--- src/rtl/zafx32_pkg.sv ---
// Shared definitions for the ZAFx32 fetch/decode stage: instruction field
// positions, the default reset PC and the fetch controller state type.
package zafx32_pkg;

  localparam int OPCODE_W = 6;
  localparam int REG_W    = 5;
  localparam int IMM_W    = 16;
  localparam int TGT_W    = 26;
  localparam int FUNCT_W  = 6;

  localparam int OPCODE_LSB = 26;
  localparam int RS_LSB     = 21;
  localparam int RT_LSB     = 16;
  localparam int RD_LSB     = 11;
  localparam int SHAMT_LSB  = 6;
  localparam int FUNCT_LSB  = 0;
  localparam int IMM_LSB    = 0;
  localparam int TGT_LSB    = 0;

  localparam logic [31:0] DEFAULT_RESET_PC = 32'h0000_0000;

  typedef enum logic [1:0] {
    START    = 2'd0,
    FETCH    = 2'd1,
    BLOCKED  = 2'd2,
    REDIRECT = 2'd3
  } fd_state_t;

endpackage

--- src/rtl/instr_queue.sv ---
// DEPTH-entry FIFO of {pc, instr} pairs feeding decode; clear wins over push/pop.
module instr_queue import zafx32_pkg::*; #(
  parameter int DEPTH = 2
) (
  input  logic                     i_clk,
  input  logic                     i_rst_n,
  input  logic                     i_push,
  input  logic                     i_pop,
  input  logic                     i_clear,
  input  logic [31:0]              i_pc,
  input  logic [31:0]              i_instr,
  output logic                     o_empty,
  output logic                     o_full,
  output logic [$clog2(DEPTH):0]   o_count,
  output logic [31:0]              o_head_pc,
  output logic [31:0]              o_head_instr
);

  localparam int AW = $clog2(DEPTH);
  localparam logic [AW-1:0] PTR_ONE  = AW'(1);
  localparam logic [AW:0]   CNT_ONE  = (AW+1)'(1);
  localparam logic [AW:0]   CNT_FULL = (AW+1)'(DEPTH);

  logic [31:0]   r_pc    [DEPTH];
  logic [31:0]   r_instr [DEPTH];
  logic [AW-1:0] r_wptr;
  logic [AW-1:0] r_rptr;
  logic [AW:0]   r_count;

  always_ff @(posedge i_clk) begin
    if (i_push && !i_clear) begin
      r_pc[r_wptr]    <= i_pc;
      r_instr[r_wptr] <= i_instr;
    end
  end

  always_ff @(posedge i_clk or negedge i_rst_n) begin
    if (!i_rst_n) begin
      r_wptr  <= '0;
      r_rptr  <= '0;
      r_count <= '0;
    end else if (i_clear) begin
      r_wptr  <= '0;
      r_rptr  <= '0;
      r_count <= '0;
    end else begin
      if (i_push) r_wptr <= r_wptr + PTR_ONE;
      if (i_pop)  r_rptr <= r_rptr + PTR_ONE;
      case ({i_push, i_pop})
        2'b10:   r_count <= r_count + CNT_ONE;
        2'b01:   r_count <= r_count - CNT_ONE;
        default: r_count <= r_count;
      endcase
    end
  end

  assign o_empty      = (r_count == '0);
  assign o_full       = (r_count == CNT_FULL);
  assign o_count      = r_count;
  assign o_head_pc    = r_pc[r_rptr];
  assign o_head_instr = r_instr[r_rptr];

endmodule

--- src/rtl/fetch_decode_stage.sv ---
// ZAFx32 fetch + field-split stage: fetches words into a small queue and presents
// the head split into MIPS fields. Define IFD_PERF_CNT_EN to add fetch/bubble counters.
module fetch_decode_stage import zafx32_pkg::*; #(
  parameter logic [31:0] RESET_PC  = DEFAULT_RESET_PC,
  parameter int          BUF_DEPTH = 2
) (
  input  logic        i_clk,
  input  logic        i_rst_n,
  output logic        o_imem_req,
  output logic [31:0] o_imem_addr,
  input  logic        i_imem_ack,
  input  logic [31:0] i_imem_rdata,
  input  logic        i_stall,
  input  logic        i_flush,
  input  logic [31:0] i_flush_pc,
  output logic        o_instr_valid,
  output logic [31:0] o_pc_out,
  output logic [5:0]  o_opcode,
  output logic [4:0]  o_rs,
  output logic [4:0]  o_rt,
  output logic [4:0]  o_rd,
  output logic [4:0]  o_shamt,
  output logic [5:0]  o_funct,
  output logic [15:0] o_imm16,
  output logic [25:0] o_target26
`ifdef IFD_PERF_CNT_EN
  ,
  output logic [31:0] o_fetch_cnt,
  output logic [31:0] o_bubble_cnt
`endif
);

  localparam int AW = $clog2(BUF_DEPTH);
  localparam logic [AW:0] CNT_LAST = (AW+1)'(BUF_DEPTH - 1);

  fd_state_t   r_state;
  logic [31:0] r_pc;
  logic [31:0] r_addr;
  logic        r_req;

  logic        w_push;
  logic        w_pop;
  logic        w_fill;
  logic        w_empty;
  logic        w_full;
  logic [AW:0] w_count;
  logic [31:0] w_head_pc;
  logic [31:0] w_head_instr;
  logic [31:0] w_instr;
  logic [31:0] w_flush_tgt;
  logic [31:0] w_pc_next;

  assign w_flush_tgt = i_flush_pc & 32'hFFFF_FFFC;
  assign w_pc_next   = r_pc + 32'd4;
  assign w_pop       = !w_empty && !i_stall && !i_flush;
  assign w_push      = (r_state == FETCH) && i_imem_ack && !i_flush;
  assign w_fill      = w_push && !w_pop && (w_count == CNT_LAST);

  instr_queue #(.DEPTH(BUF_DEPTH)) u_queue (
    .i_clk        (i_clk),
    .i_rst_n      (i_rst_n),
    .i_push       (w_push),
    .i_pop        (w_pop),
    .i_clear      (i_flush),
    .i_pc         (r_addr),
    .i_instr      (i_imem_rdata),
    .o_empty      (w_empty),
    .o_full       (w_full),
    .o_count      (w_count),
    .o_head_pc    (w_head_pc),
    .o_head_instr (w_head_instr)
  );

  // In REDIRECT r_pc holds the latched flush target while r_addr stays on the
  // abandoned request until its ack drains it.
  always_ff @(posedge i_clk or negedge i_rst_n) begin
    if (!i_rst_n) begin
      r_state <= START;
      r_pc    <= RESET_PC;
      r_req   <= 1'b0;
      r_addr  <= '0;
    end else if (i_flush) begin
      r_pc <= w_flush_tgt;
      if (r_req && !i_imem_ack) begin
        r_state <= REDIRECT;
      end else begin
        r_state <= FETCH;
        r_req   <= 1'b1;
        r_addr  <= w_flush_tgt;
      end
    end else begin
      case (r_state)
        START: begin
          r_state <= FETCH;
          r_req   <= 1'b1;
          r_addr  <= r_pc;
        end
        FETCH: begin
          if (i_imem_ack) begin
            r_pc <= w_pc_next;
            if (w_fill) begin
              r_state <= BLOCKED;
              r_req   <= 1'b0;
            end else begin
              r_addr <= w_pc_next;
            end
          end
        end
        BLOCKED: begin
          if (w_pop || !w_full) begin
            r_state <= FETCH;
            r_req   <= 1'b1;
            r_addr  <= r_pc;
          end
        end
        REDIRECT: begin
          if (i_imem_ack) begin
            r_state <= FETCH;
            r_addr  <= r_pc;
          end
        end
        default: r_state <= START;
      endcase
    end
  end

  assign o_imem_req    = r_req;
  assign o_imem_addr   = r_addr;
  assign o_instr_valid = !w_empty;
  assign o_pc_out      = w_empty ? '0 : w_head_pc;
  assign w_instr       = w_empty ? '0 : w_head_instr;

  assign o_opcode   = w_instr[OPCODE_LSB +: OPCODE_W];
  assign o_rs       = w_instr[RS_LSB     +: REG_W];
  assign o_rt       = w_instr[RT_LSB     +: REG_W];
  assign o_rd       = w_instr[RD_LSB     +: REG_W];
  assign o_shamt    = w_instr[SHAMT_LSB  +: REG_W];
  assign o_funct    = w_instr[FUNCT_LSB  +: FUNCT_W];
  assign o_imm16    = w_instr[IMM_LSB    +: IMM_W];
  assign o_target26 = w_instr[TGT_LSB    +: TGT_W];

`ifdef IFD_PERF_CNT_EN
  logic [31:0] r_fetch_cnt;
  logic [31:0] r_bubble_cnt;

  // Counters survive flush; only reset clears them.
  always_ff @(posedge i_clk or negedge i_rst_n) begin
    if (!i_rst_n) begin
      r_fetch_cnt  <= '0;
      r_bubble_cnt <= '0;
    end else begin
      if (w_pop) r_fetch_cnt <= r_fetch_cnt + 32'd1;
      if ((r_state != START) && w_empty) r_bubble_cnt <= r_bubble_cnt + 32'd1;
    end
  end

  assign o_fetch_cnt  = r_fetch_cnt;
  assign o_bubble_cnt = r_bubble_cnt;
`endif

endmodule

--- config.mk ---
export PLATFORM = sky130hd
export DESIGN_NAME = fetch_decode_stage
export DESIGN_NICKNAME = d
export VERILOG_FILES = /design/src/rtl/zafx32_pkg.sv /design/src/rtl/instr_queue.sv /design/src/rtl/fetch_decode_stage.sv
export SDC_FILE = /design/constraint.sdc
export NUM_CORES = 1
export LEC_CHECK = 0
export CAP_MARGIN = 25
export CORE_UTILIZATION = 55
export DETAILED_ROUTE_END_ITERATION = 7
export PLACE_DENSITY_LB_ADDON = 0.08
export SLEW_MARGIN = 30
export SYNTH_ARGS = -nofsm -noshare
export SYNTH_HDL_FRONTEND = slang
export SYNTH_SLANG_ARGS = --single-unit
--- constraint.sdc ---
create_clock -name i_clk -period 11.1 [get_ports i_clk]
set_input_delay 3.33 -clock i_clk [delete_from_list [all_inputs] [get_ports i_clk]]
set_output_delay 3.33 -clock i_clk [all_outputs]
set_load 0.005 [all_outputs]
==> results.sh, run 1 <==
export IMPL_outcome="complete, no violations"
export IMPL_ys_ff_latch=194
export IMPL_synth_area_leader_cell="edfxtp_1"
export IMPL_fin_crit_ps=6120
export IMPL_setup_viol=0
export IMPL_startpoint="u_queue.r_rptr"
export IMPL_r2r_cells=9
export IMPL_fin_area_um2=11700
export IMPL_num_nets_final=997
export IMPL_synth_top_cell_area_share=0.409
export IMPL_cts_hold_buf=0
export IMPL_cts_buffers=17
export IMPL_yosysSeqAreaShare=0.593
export IMPL_n_fill_cell=1164
export IMPL_synth_cell_types=58
export IMPL_synth_edf_count=126
export IMPL_post_route_period_util=0.551
export IMPL_numPortBuffers=206
export IMPL_async_reset_ff_frac=0.351
export IMPL_drv_slew=0
export IMPL_powerDensity_nw_per_um2=203
export IMPL_dieArea_um2=17300
export IMPL_hp_class="reg2reg"
export IMPL_finish_utilization=0.710
export IMPL_post_cts_resized=0
export IMPL_cp_start_kind="register"
export IMPL_ys_flop_type="edfxtp_1"
export IMPL_cts_tree="done"
export IMPL_critPathMaxFanout=41
export IMPL_io_pins=209
export IMPL_grt_max_degree=69
export IMPL_reg2reg_slack_ps=8020
export IMPL_switching_power_uw=698
export IMPL_p_int_uw=1680
export IMPL_antennaDiodeCount=0
export IMPL_p_clk_frac=0.264
export IMPL_hold_slack_ps=491
export IMPL_ys_top_cells_by_area="edfxtp_1 (41%), dfrtp_1 (18%), mux2i_1 (7.5%), nor2_1 (4.3%), buf_4 (3.7%)"
export IMPL_p_leak_uw=0.00409
export IMPL_synth_fp_nets=858
export IMPL_syn_to_final_growth_pct=26.9
export IMPL_routed_wl_mm=21.3
export IMPL_gp_congestion=0.818
export IMPL_first_global_vias=6400
export IMPL_grt_usage=0.256
export IMPL_die_h_um=132
export IMPL_rows=47
export IMPL_placed_area_um2=11100
export IMPL_cts_root_buffer_cell="clkbuf_16"
export IMPL_drt_iter0_markers=443
export IMPL_fp_dieW_um=132
export IMPL_syn_avg_cell_area_um2=11.8
export IMPL_finalSetupTns_ps=0
export IMPL_final_common_cell="clkdlybuf4s50_1"
export IMPL_switching_share=0.294
export IMPL_holdCritStartpoint="o_imem_addr[21]"
export IMPL_via_per_inst=5.59
export IMPL_core_area_um2=16500
export IMPL_finalPower_uw=2380
export IMPL_post_dp_hpwl_mm=14.1
export IMPL_required_ps=7770
export IMPL_r2r_start="u_queue.o_count[1]"
export IMPL_cts_sinks=194
export IMPL_pwr_share_comb=0.342
export IMPL_drtAntennaViolNets=0
export IMPL_synth_warnings=0
export IMPL_antenna_found_initial=0
export IMPL_initial_core_util=0.559
export IMPL_seqPwrFrac=0.393
export IMPL_grt_pass1_wl_mm=34.3
export IMPL_crit_path_end_kind="primary output"
export IMPL_clk_path_buf_depth=2
export IMPL_slowest_delay_ps=710
export IMPL_worst_r2r_endpoint="o_imem_addr[22]"
export IMPL_tightest_slew_ps=933
export IMPL_path_clk_slew_ps=70
export IMPL_wl_per_cell_um=18.4
export IMPL_clk_latency_ps=430
export IMPL_h_tree_depth=4
export IMPL_drive_gt1_frac=0.0747
export IMPL_finalHoldViolCount=0
export IMPL_max_cap_violations=0
export IMPL_whs_path_depth=0
export IMPL_finClkSkew_ps=11.9
export IMPL_slew_headroom=0.375
export IMPL_syn_area_um2=9250
export IMPL_grt_overflow=0
export IMPL_drtPass1Iterations=5
export IMPL_rsz0062_at_grt="no"
export IMPL_worst_ir_drop_vdd_v=0.000116
export IMPL_worstPathArrival_ps=2790
export IMPL_whs_endpoint="u_queue.r_pc[0][21]"
export IMPL_worst_setup_path_type="reg2out"
export IMPL_syn_inst=785
export IMPL_fmax_mhz=163
export IMPL_slowest_stage="dfrtp_4"
export IMPL_num_vias=6472
export IMPL_path_cells="buf_4 -> mux2i_1 -> nor2_1 -> clkdlybuf4s50_1"
export IMPL_layout_common_cells="clkdlybuf4s50_1 (205), edfxtp_1 (126), nor2_1 (104)"
export IMPL_drc=0
export IMPL_postCtsSetupBuffers=0
sequential cells by signal, summed over array words and instances (netlist names):
register / count
r_state: 2
u_queue.r_pc: 62
u_queue.o_count: 2
o_imem_req: 1
o_imem_addr: 31
u_queue.r_instr: 64
r_pc: 30
u_queue.r_rptr: 1
u_queue.r_wptr: 1
synth_stat cells, types with 2 or more instances:
| master | n |
|---|---|
| ha_1 | 4 |
| xnor2_1 | 38 |
| mux2i_1 | 69 |
| dfrtp_1 | 68 |
| nor4_2 | 3 |
| clkbuf_1 | 36 |
| xor2_1 | 10 |
| nor3_1 | 19 |
| nor2b_1 | 4 |
| a221oi_1 | 2 |
| and3_1 | 6 |
| nand2b_1 | 4 |
| mux2_2 | 10 |
| o31a_1 | 3 |
| and4_1 | 4 |
| o31ai_1 | 4 |
| o21ai_1 | 10 |
| edfxtp_1 | 126 |
| buf_4 | 45 |
| buf_6 | 2 |
| nand4_1 | 11 |
| a21boi_0 | 3 |
| a41oi_1 | 7 |
| o211ai_1 | 3 |
| a31oi_1 | 3 |
| nand2_1 | 53 |
| nor4_1 | 11 |
| buf_2 | 14 |
| or4_1 | 2 |
| inv_1 | 10 |
| a211oi_1 | 2 |
| o41ai_1 | 2 |
| nor3_2 | 3 |
| nand3_1 | 16 |
| or3_1 | 6 |
| o21a_1 | 5 |
| nor4_4 | 2 |
| o21ai_0 | 27 |
| a21oi_1 | 12 |
| nor2_1 | 105 |
| and2_1 | 4 |
metal layers:
metal	GRT usage	wire length [um]	vias to the layer above
met2	0.433	10600	258
met5	0	0	-
li1	-	-	3050
met4	0.0769	260	0
met1	0.335	9200	3135
met3	0.0471	1230	29
worst max path at each step:
stage,end,slack (ps),cells after the start
floorplan,u_queue.r_instr[0][0],3900,5
global placement,o_imem_addr[21],4700,7
detailed placement,o_imem_addr[19],4760,8
CTS,o_target26[5],4940,4
global route,o_imm16[5],4780,4
finish,o_target26[5],4980,4
logic make-up (layout without fill, tap and decap cells):
logic type                 Yosys count  count (layout)  synth area share
AOI/OAI and AO/OA                   93              93            0.0655
xor gates and xnor gates            48              48            0.0455
adders and majority gates            4               4           0.00541
buffers and inverters              107             259            0.0652
DFF                                194             194             0.593
muxes                               79              79            0.0869
and+or+nand+nor                    260             260             0.138
layout make-up:
type                            instances  area (um^2)  area share
Clock buffer                           21          472      0.0402
Tap cell                              220          275      0.0235
Timing Repair Buffer                  217         2150       0.183
Sequential cell                       194         5490       0.468
Multi-Input combinational cell        484         3170       0.270
Inverter                               10         37.5     0.00320
Clock inverter                         11          138      0.0117
through the flow:
step / setup slack (ps) / cells
2_1_floorplan: 3900 / 785
3_3_place_gp: 4700 / 1124
3_5_place_dp: 4760 / 1124
4_1_cts: 4940 / 1156
5_1_grt: 4780 / 1157
6_report: 4980 / 1157
critical path, delay by kind of cell, from the launching register on:
kind          cells  cell delay [ps]
flops             1              710
mux               1              190
simple gates      1              200
buf+inv           2             1210
power by group through the flow:
stage	registers [uW]	logic [uW]	clock network, uW
6_report	935	814	628
5_1_grt	945	879	665
4_1_cts	935	821	639
3_5_place_dp	950	818	0
3_3_place_gp	944	805	0
2_1_floorplan	915	450	0
No activity file was read; power rests on OpenSTA's default activity.
==> run 2, diff against run 1 <==
--- a/config.mk
+++ b/config.mk
@@ -6,7 +6,7 @@
 export NUM_CORES = 1
 export LEC_CHECK = 0
 export CAP_MARGIN = 25
-export CORE_UTILIZATION = 55
+export CORE_UTILIZATION = 51
 export DETAILED_ROUTE_END_ITERATION = 7
 export PLACE_DENSITY_LB_ADDON = 0.08
 export SLEW_MARGIN = 30
==> constraint.sdc (replaced) <==
create_clock -name i_clk -period 6.3 [get_ports i_clk]
set_input_delay 1.89 -clock i_clk [delete_from_list [all_inputs] [get_ports i_clk]]
set_output_delay 1.89 -clock i_clk [all_outputs]
set_load 0.005 [all_outputs]
==> run 2 against run 1 <==
Against the previous run: first-iteration DRC count decreased by 6.5%; clock power increased by 59%; highest routed layer unchanged; worst hold slack improved by 6.4 ps; largest power group unchanged; critical path depth unchanged; utilization decreased by 4.0 points; routed wire length decreased by 3.0%; setup slack got worse by 3300 ps; die area increased by 7.7%; non-clock buffer count increased by 2.
==> results.sh, run 2 (synthesis results as in run 1) <==
export IMPL_outcome="complete, no violations"
export IMPL_fin_crit_ps=4640
export IMPL_clk_latency_ps=430
export IMPL_slew_headroom=0.364
export IMPL_setup_viol=0
export IMPL_grt_max_degree=69
export IMPL_p_leak_uw=0.00406
export IMPL_routed_wl_mm=20.7
export IMPL_syn_to_final_growth_pct=26.6
export IMPL_required_ps=4410
export IMPL_critPathMaxFanout=51
export IMPL_r2r_start="u_queue.o_count[0]"
export IMPL_gp_congestion=0.850
export IMPL_worstPathArrival_ps=2750
export IMPL_post_cts_resized=0
export IMPL_dieArea_um2=18700
export IMPL_grt_usage=0.229
export IMPL_initial_core_util=0.529
export IMPL_drtPass1Iterations=5
export IMPL_path_clk_slew_ps=70
export IMPL_io_pins=209
export IMPL_postCtsSetupBuffers=0
export IMPL_fp_dieW_um=137
export IMPL_worst_ir_drop_vdd_v=0.000278
export IMPL_crit_path_end_kind="primary output"
export IMPL_antenna_found_initial=0
export IMPL_drt_iter0_markers=414
export IMPL_h_tree_depth=4
export IMPL_stdcell_count=1163
export IMPL_grt_overflow=0
export IMPL_finClkSkew_ps=10.6
export IMPL_cts_sinks=194
export IMPL_wl_per_cell_um=17.8
export IMPL_largest_reg_flops=64
export IMPL_antennaDiodeCount=0
export IMPL_largest_register="u_queue.r_instr"
export IMPL_tightest_slew_ps=954
export IMPL_holdCritStartpoint="o_imem_addr[5]"
export IMPL_numPortBuffers=206
export IMPL_r2r_cells=8
export IMPL_slowest_delay_ps=1040
export IMPL_finalSetupTns_ps=0
export IMPL_finalPower_uw=4070
export IMPL_final_common_cell="clkdlybuf4s50_1"
export IMPL_hp_class="reg2reg"
export IMPL_placed_area_um2=11100
export IMPL_cts_tree="done"
export IMPL_whs_endpoint="u_queue.r_pc[1][5]"
export IMPL_num_nets_final=999
export IMPL_path_cells="buf_4 -> mux2i_1 -> nor2_1 -> clkdlybuf4s50_1"
export IMPL_slowest_stage="dfrtp_4"
export IMPL_drc=0
export IMPL_drv_slew=0
export IMPL_first_global_vias=6225
export IMPL_worst_r2r_endpoint="o_imem_addr[18]"
export IMPL_post_route_period_util=0.736
export IMPL_cts_buffers=17
export IMPL_fin_area_um2=11700
export IMPL_whs_path_depth=0
export IMPL_cts_root_buffer_cell="clkbuf_16"
export IMPL_layout_common_cells="clkdlybuf4s50_1 (205), edfxtp_1 (126), nor2_1 (104)"
export IMPL_via_per_inst=5.57
export IMPL_rows=48
export IMPL_max_cap_violations=0
export IMPL_drive_gt1_frac=0.0736
export IMPL_post_dp_hpwl_mm=13.6
export IMPL_fmax_mhz=216
export IMPL_finalHoldViolCount=0
export IMPL_drtAntennaViolNets=0
export IMPL_num_vias=6479
export IMPL_grt_pass1_wl_mm=32.3
export IMPL_cp_start_kind="register"
export IMPL_clk_path_buf_depth=2
export IMPL_worst_setup_path_type="reg2out"
export IMPL_cts_hold_buf=0
export IMPL_die_h_um=137
export IMPL_finish_utilization=0.670
export IMPL_core_area_um2=17500
export IMPL_dp_cells=1130
export IMPL_powerDensity_nw_per_um2=348
export IMPL_rsz0062_at_grt="no"
export IMPL_reg2reg_slack_ps=2900
[run 2: cell types whose count changed in the layout (fill, tap and decap cells not counted), moves of 2 or more]
cell       before  now
inv_6           5    2
buf_12          0    2
buf_4           9   11
buf_6           2    0
bufinv_16       2    0
clkinv_1        0    2
clkinv_4        1    3
[run 2: area by class of cell]
type / instances / area, um^2
Timing Repair Buffer: 219 / 2180
Fill cell: 1307 / 5770
Clock buffer: 19 / 433
Tap cell: 225 / 282
Inverter: 10 / 37.5
Multi-Input combinational cell: 484 / 3180
Sequential cell: 194 / 5490
Clock inverter: 12 / 105
[run 2: stage by stage]
stage	hold WS (ps)	setup WS [ps]
detailed placement	485	1510
global placement	485	1560
floorplan	479	539
finish	498	1660
global route	505	1490
CTS	496	1580
[run 2: worst max-delay path: cells and delay by family, from the launching register on]
kind	cells	cell delay [ps]
flops	1	1040
buf+inv	2	960
mux	1	120
simple gates	1	180
[run 2: power by group]
group          switching (uW)  internal [uW]  total [uW]
sequential                170           1510        1680
clock                     483            513         996
combinational             567            828        1400
[run 2: worst max path at each step]
| stage | from | slack [ps] | to |
|---|---|---|---|
| floorplan | i_flush | 540 | u_queue.r_instr[0][0] |
| global placement | i_flush | 1560 | o_imem_addr[21] |
| detailed placement | i_flush | 1510 | u_queue.r_instr[0][2] |
| CTS | u_queue.r_rptr | 1580 | o_shamt[0] |
| global route | u_queue.r_rptr | 1490 | o_shamt[0] |
| finish | u_queue.r_rptr | 1660 | o_shamt[0] |
[run 2: routing by layer]
layer	wire [um]	global-route usage	vias up	share of wire
li1	-	-	3054	-
met1	9060	0.298	3169	0.44
met2	10200	0.385	238	0.50
met3	1150	0.0452	18	0.056
met4	222	0.0710	0	0.011
met5	0	0	-	0
